==> config.mk <==
export PLATFORM = sky130hd
export DESIGN_NAME = no_syk_multi_flat
export DESIGN_NICKNAME = d
export VERILOG_FILES = /design/src/rtl/no_syk_multi_if.sv /design/src/rtl/no_syk_multi.sv /design/src/flat_wrapper.sv
export SDC_FILE = /design/constraint.sdc
export NUM_CORES = 1
export LEC_CHECK = 0
export CORE_MARGIN = 1.5
export CORE_UTILIZATION = 42
export CTS_CLUSTER_DIAMETER = 80
export DETAILED_ROUTE_END_ITERATION = 6
export MAX_ROUTING_LAYER = met4
export PLACE_DENSITY = 0.8
export SYNTH_ARGS = -nofsm -noshare
export SYNTH_HDL_FRONTEND = slang
export SYNTH_SLANG_ARGS = --single-unit
==> constraint.sdc <==
create_clock -name clk -period 1.7 [get_ports clk]
set_input_delay 0.17 -clock clk [delete_from_list [all_inputs] [get_ports clk]]
set_output_delay 0.17 -clock clk [all_outputs]
set_load 0.05 [all_outputs]
==> src/rtl/no_syk_multi_if.sv <==
// Interface for one multi-valued tortoise/hare node: the control/data inputs
// driven by the network and the state, match and step-count outputs of the node.
// Optional period outputs exist only when NO_SYK_PERIOD_EN is defined.
// Ports: master = network side (drives inputs), slave = node side.
interface no_syk_multi_if #(
  parameter int STATE_W = 1,
  parameter int CNT_W   = 16
);
  logic               reset_nos;
  logic [STATE_W-1:0] init_state;
  logic               start_s0;
  logic               start_s1;
  logic [STATE_W-1:0] il2r_s0;
  logic [STATE_W-1:0] il2r_s1;
  logic [STATE_W-1:0] s0;
  logic [STATE_W-1:0] s1;
  logic [STATE_W-1:0] syk_s0;
  logic [STATE_W-1:0] syk_s1;
  logic               match;
  logic [CNT_W-1:0]   steps;
  logic               steps_sat;
`ifdef NO_SYK_PERIOD_EN
  logic [CNT_W-1:0]   period;
  logic               period_valid;

  modport master (
    output reset_nos, init_state, start_s0, start_s1, il2r_s0, il2r_s1,
    input  s0, s1, syk_s0, syk_s1, match, steps, steps_sat, period, period_valid
  );
  modport slave (
    input  reset_nos, init_state, start_s0, start_s1, il2r_s0, il2r_s1,
    output s0, s1, syk_s0, syk_s1, match, steps, steps_sat, period, period_valid
  );
`else
  modport master (
    output reset_nos, init_state, start_s0, start_s1, il2r_s0, il2r_s1,
    input  s0, s1, syk_s0, syk_s1, match, steps, steps_sat
  );
  modport slave (
    input  reset_nos, init_state, start_s0, start_s1, il2r_s0, il2r_s1,
    output s0, s1, syk_s0, syk_s1, match, steps, steps_sat
  );
`endif
endinterface

==> src/rtl/no_syk_multi.sv <==
// Multi-valued tortoise/hare gene node: s0 steps once per HARE_RATIO start_s0
// pulses, s1 on every start_s1; flags armed state equality and counts hare steps.
// Latency one clock from pulse to state; no backpressure (pulses always accepted).
// Ports: clk, rst (async active-low), nos (no_syk_multi_if.slave).
// Optional macro NO_SYK_PERIOD_EN adds period / period_valid measurement.
module no_syk_multi #(
  parameter int STATE_W    = 1,
  parameter int HARE_RATIO = 2,
  parameter int CNT_W      = 16
) (
  input  logic          clk,
  input  logic          rst,
  no_syk_multi_if.slave nos
);

  localparam int PCNT_W = (HARE_RATIO > 1) ? $clog2(HARE_RATIO) : 1;
  localparam logic [PCNT_W-1:0] PCNT_RELOAD = PCNT_W'(HARE_RATIO - 1);
  localparam logic [PCNT_W-1:0] PCNT_ONE    = 1;
  localparam logic [CNT_W-1:0]  CNT_MAX     = '1;
  localparam logic [CNT_W-1:0]  CNT_ONE     = 1;

  logic [STATE_W-1:0] s0_q, s0_d;
  logic [STATE_W-1:0] s1_q, s1_d;
  logic [PCNT_W-1:0]  pcnt_q, pcnt_d;
  logic               armed_q, armed_d;
  logic [CNT_W-1:0]   steps_q, steps_d;

  always_comb begin
    s0_d    = s0_q;
    s1_d    = s1_q;
    pcnt_d  = pcnt_q;
    armed_d = armed_q;
    steps_d = steps_q;
    if (nos.reset_nos) begin
      // Re-initialisation wins over any step pulse in the same cycle.
      s0_d    = nos.init_state;
      s1_d    = nos.init_state;
      pcnt_d  = '0;
      armed_d = 1'b0;
      steps_d = '0;
    end else begin
      if (nos.start_s0) begin
        // pcnt == 0 means "this pulse is an update pulse".
        if (pcnt_q == '0) begin
          s0_d   = nos.il2r_s0;
          pcnt_d = PCNT_RELOAD;
        end else begin
          pcnt_d = pcnt_q - PCNT_ONE;
        end
      end
      if (nos.start_s1) begin
        s1_d    = nos.il2r_s1;
        armed_d = 1'b1;
        if (steps_q != CNT_MAX) steps_d = steps_q + CNT_ONE;
      end
    end
  end

  always_ff @(posedge clk or negedge rst) begin
    if (!rst) begin
      s0_q    <= '0;
      s1_q    <= '0;
      pcnt_q  <= '0;
      armed_q <= 1'b0;
      steps_q <= '0;
    end else begin
      s0_q    <= s0_d;
      s1_q    <= s1_d;
      pcnt_q  <= pcnt_d;
      armed_q <= armed_d;
      steps_q <= steps_d;
    end
  end

  // armed masks the trivially equal copies right after re-initialisation.
  logic match_w;
  assign match_w       = armed_q && (s0_q == s1_q);

  assign nos.s0        = s0_q;
  assign nos.s1        = s1_q;
  assign nos.syk_s0    = s0_q;
  assign nos.syk_s1    = s1_q;
  assign nos.match     = match_w;
  assign nos.steps     = steps_q;
  assign nos.steps_sat = (steps_q == CNT_MAX);

`ifdef NO_SYK_PERIOD_EN
  logic [STATE_W-1:0] ref_q, ref_d;
  logic               locked_q, locked_d;
  logic [CNT_W-1:0]   pper_q, pper_d;
  logic [CNT_W-1:0]   period_q, period_d;
  logic               pvld_q, pvld_d;
  logic [CNT_W-1:0]   pper_inc;

  assign pper_inc = (pper_q == CNT_MAX) ? CNT_MAX : (pper_q + CNT_ONE);

  always_comb begin
    ref_d    = ref_q;
    locked_d = locked_q;
    pper_d   = pper_q;
    period_d = period_q;
    pvld_d   = pvld_q;
    if (nos.reset_nos) begin
      ref_d    = '0;
      locked_d = 1'b0;
      pper_d   = '0;
      period_d = '0;
      pvld_d   = 1'b0;
    end else if (!locked_q && match_w) begin
      // Capture the hare value at the first attractor hit; a hare pulse in
      // this same cycle is not part of the measured period.
      ref_d    = s1_q;
      locked_d = 1'b1;
      pper_d   = '0;
    end else if (locked_q && !pvld_q && nos.start_s1) begin
      pper_d = pper_inc;
      if (nos.il2r_s1 == ref_q) begin
        period_d = pper_inc;
        pvld_d   = 1'b1;
      end
    end
  end

  always_ff @(posedge clk or negedge rst) begin
    if (!rst) begin
      ref_q    <= '0;
      locked_q <= 1'b0;
      pper_q   <= '0;
      period_q <= '0;
      pvld_q   <= 1'b0;
    end else begin
      ref_q    <= ref_d;
      locked_q <= locked_d;
      pper_q   <= pper_d;
      period_q <= period_d;
      pvld_q   <= pvld_d;
    end
  end

  assign nos.period       = period_q;
  assign nos.period_valid = pvld_q;
`endif

endmodule
==> src/flat_wrapper.sv <==
// flat-port wrapper written by rule: the top's interface ports become plain ports
module no_syk_multi_flat 
#(
  parameter int STATE_W    = 1,
  parameter int HARE_RATIO = 2,
  parameter int CNT_W      = 16
)
  (clk, rst, nos_reset_nos, nos_init_state, nos_start_s0, nos_start_s1, nos_il2r_s0, nos_il2r_s1, nos_s0, nos_s1, nos_syk_s0, nos_syk_s1, nos_match, nos_steps, nos_steps_sat);
  no_syk_multi_if #(.STATE_W(STATE_W), .CNT_W(CNT_W)) nos_i ();
  input  logic clk;
  input  logic rst;
  input wire logic [$bits(nos_i.reset_nos)-1:0] nos_reset_nos;
  input wire logic [$bits(nos_i.init_state)-1:0] nos_init_state;
  input wire logic [$bits(nos_i.start_s0)-1:0] nos_start_s0;
  input wire logic [$bits(nos_i.start_s1)-1:0] nos_start_s1;
  input wire logic [$bits(nos_i.il2r_s0)-1:0] nos_il2r_s0;
  input wire logic [$bits(nos_i.il2r_s1)-1:0] nos_il2r_s1;
  output wire logic [$bits(nos_i.s0)-1:0] nos_s0;
  output wire logic [$bits(nos_i.s1)-1:0] nos_s1;
  output wire logic [$bits(nos_i.syk_s0)-1:0] nos_syk_s0;
  output wire logic [$bits(nos_i.syk_s1)-1:0] nos_syk_s1;
  output wire logic [$bits(nos_i.match)-1:0] nos_match;
  output wire logic [$bits(nos_i.steps)-1:0] nos_steps;
  output wire logic [$bits(nos_i.steps_sat)-1:0] nos_steps_sat;
  assign nos_i.reset_nos = nos_reset_nos;
  assign nos_i.init_state = nos_init_state;
  assign nos_i.start_s0 = nos_start_s0;
  assign nos_i.start_s1 = nos_start_s1;
  assign nos_i.il2r_s0 = nos_il2r_s0;
  assign nos_i.il2r_s1 = nos_il2r_s1;
  assign nos_s0 = nos_i.s0;
  assign nos_s1 = nos_i.s1;
  assign nos_syk_s0 = nos_i.syk_s0;
  assign nos_syk_s1 = nos_i.syk_s1;
  assign nos_match = nos_i.match;
  assign nos_steps = nos_i.steps;
  assign nos_steps_sat = nos_i.steps_sat;
  no_syk_multi #(.STATE_W(STATE_W), .HARE_RATIO(HARE_RATIO), .CNT_W(CNT_W)) u_core (.clk(clk), .rst(rst), .nos(nos_i));
endmodule
==> flow_summary.json <==
{
  "arrival_ns": 2.13,
  "ir_worst_vdd_mv": 0.552,
  "n_antenna_cell": 0,
  "fin_cells": 206,
  "finalNetCount": 186,
  "synth_cell_types": 32,
  "fillers": 182,
  "die_area_um2": 2930,
  "antenna_found_initial": 0,
  "criticalPathCategory": "reg -> reg",
  "seqCellArea_um2": 520,
  "critPathLaunchType": "flop",
  "rsz0062_at_grt": "yes",
  "placed_cells_incl_taps": 191,
  "fin_crit_ns": 1.88,
  "outcome": "finished with violations",
  "clock_sinks": 20,
  "wl_per_cell_um": 17.9,
  "violations": "negative setup slack",
  "slew_viol_final": 0,
  "reg2reg_slack_ns": -0.18,
  "wirelength_um": 3680,
  "syn_avg_cell_area_um2": 9.37,
  "portBuffers": 29,
  "worst_clock_skew_ns": 0.00495,
  "drv_cap": 0,
  "vias_per_cell": 6.19,
  "ant_nets": 0,
  "final_cell_mix": "52 x buf_4, 16 x dfrtp_2, 9 x nand4_1",
  "start_util": 0.442,
  "hold_viol_final": 0,
  "finalWeightedCongestion": 0.845,
  "overflow": 0,
  "multi_input_area_um2": 689,
  "h-tree-depth": 1,
  "chipWidth_um": 54.1,
  "core_um2": 2480,
  "cp.required_ns": 1.96,
  "finalSetupViolCount": 11,
  "yosysWarnings": 0,
  "worstPathMaxFanout": 6,
  "num_vias": 1276,
  "whs_ns": 0.179,
  "cts_max_path_buffers": 2,
  "syn_to_final_growth_pct": 67.2,
  "period_share": 1.10,
  "cts_buffers": 3,
  "holdBufCountCts": 0,
  "synth_cells": 117,
  "relSlewSlack": 0.624,
  "cts_tree": "done",
  "hp-class": "in -> async",
  "dp_hpwl_um": 2190,
  "firstDrtPassIters": 4,
  "row_count": 18,
  "yosys_register_bits": 20,
  "drive_gt1_frac": 0.591,
  "clkLatencyLatePin_ns": 0.32,
  "grt_pass1_vias": 1220,
  "io_pins": 30,
  "cts.clk_slew.worst_paths_ns": 0.12,
  "drc": 0,
  "drt_iter0_markers": 27,
  "die_h_um": 54.1,
  "grt_use_total": 0.250,
  "synth_seq_area_share": 0.457,
  "p_per_area_nw_per_um2": 545,
  "end_kind": "flop",
  "mostFrequentLayoutCell": "buf_4",
  "syn-cell-area_um2": 1100,
  "finalWorstSetupSlack_ns": -0.176,
  "grt_pass1_wl_um": 5170,
  "worst_pin_slew_ns": 0.563,
  "max_freq_mhz": 533,
  "syn-num-nets": 126,
  "cts-root-buf": "clkbuf_4",
  "grt_max_degree": 21,
  "p_leak_nw": 0.763
}
report_power, final:
group | switching (mW) | internal (mW)
combinational | 0.122 | 0.0792
sequential | 0.0123 | 0.488
clock | 0.166 | 0.131
worst max-delay path, stage by stage, from the launching register on:
cell	delay (ns)
dfrtp_2	0.38
nand4_1	0.16
buf_4	0.17
or4_4	0.54
or4_1	0.43
a21oi_1	0.14
area by class of cell:
class,instances,area share
Timing Repair Buffer,64,0.294
Sequential cell,20,0.284
Clock buffer,4,0.0198
Inverter,3,0.00614
Multi-Input combinational cell,85,0.376
Tap cell,30,0.0205
per-layer routing:
| layer | GRT usage | part of all wire |
|---|---|---|
| met2 | 0.461 | 0.52 |
| met1 | 0.277 | 0.41 |
| met3 | 0.0333 | 0.052 |
| met5 | - | 0 |
| met4 | 0.0792 | 0.024 |
final timing paths:
check                                                 from                          endpoint  depth (start not counted)
max in group asynchronous                              rst   u_core.nos.steps[1]$_DFFE_PN0P_                          2
max reg2reg                u_core.nos.steps[4]$_DFFE_PN0P_  u_core.nos.steps[13]$_DFFE_PN0P_                          5
min                                                    rst   u_core.nos.steps[4]$_DFFE_PN0P_                          2
min reg2reg                     u_core.armed_q$_DFFE_PN0P_        u_core.armed_q$_DFFE_PN0P_                          2
min in group clk                               nos_il2r_s0         u_core.nos.s0$_DFFE_PN0P_                          3
max                        u_core.nos.steps[4]$_DFFE_PN0P_  u_core.nos.steps[13]$_DFFE_PN0P_                          5
cells by family (layout without fill, tap and decap cells):
logic type,count (synthesis),in the layout,share of synthesized area
AO/OA/AOI/OAI,31,31,0.166
XOR/XNOR,2,2,0.0160
adder cells (fa/ha/maj),1,1,0.0114
buffers and inverters,12,71,0.0548
flip-flops,20,20,0.457
multiplexers,4,4,0.0388
AND/OR/NAND/NOR,47,47,0.257
per-stage QoR:
step	util	power, mW	instance area (um2)	worst slack [ns]	TNS [ns]
2_1_floorplan	-	0.614	1140	-0.192	-2.06
3_3_place_gp	0.626	0.690	1550	-0.165	-0.426
3_5_place_dp	0.626	0.695	1550	-0.220	-0.575
4_1_cts	0.675	0.990	1670	-0.159	-0.516
5_1_grt	0.740	1.03	1830	-0.213	-1.74
6_report	0.740	0.999	1830	-0.176	-0.903
state kept, by name, summed over array words and instances, names as in the netlist:
register          flops
u_core.pcnt_q         1
u_core.nos.s1         1
u_core.nos.steps     16
u_core.nos.s0         1
u_core.armed_q        1
Yosys cell counts:
cell type | count | area [um2]
a21oi_1 | 15 | 75.1
o31ai_1 | 7 | 52.6
or4_1 | 7 | 52.6
xnor2_1 | 2 | 17.5
nand3_1 | 3 | 15.0
and4_1 | 1 | 8.76
nor3_1 | 1 | 5.00
dfrtp_1 | 20 | 500
buf_1 | 1 | 3.75
nor2_1 | 7 | 26.3
buf_2 | 2 | 10.0
nand2_1 | 4 | 15.0
a211oi_1 | 1 | 7.51
nor2b_1 | 3 | 18.8
nand4_1 | 9 | 56.3
o21ai_0 | 6 | 30.0
mux2_2 | 2 | 22.5
buf_4 | 3 | 22.5
a311oi_1 | 1 | 8.76
and3_1 | 1 | 6.26
clkbuf_2 | 1 | 5.00
or4_4 | 1 | 11.3
nor4b_1 | 1 | 8.76
nand3b_1 | 1 | 7.51
clkbuf_1 | 2 | 7.51
ha_1 | 1 | 12.5
nor4_1 | 3 | 18.8
mux2i_1 | 2 | 20.0
o211ai_1 | 1 | 7.51
and2_1 | 1 | 6.26
inv_1 | 3 | 11.3
or3_1 | 4 | 25.0
timing repair:
action / CTS / global route
endpoints found under the setup margin: 8 / 16
gates resized for setup: 12 / 25
pin swaps: 10 / 14
setup buffers: 3 / 9
No activity file was read; power rests on OpenSTA's default activity.
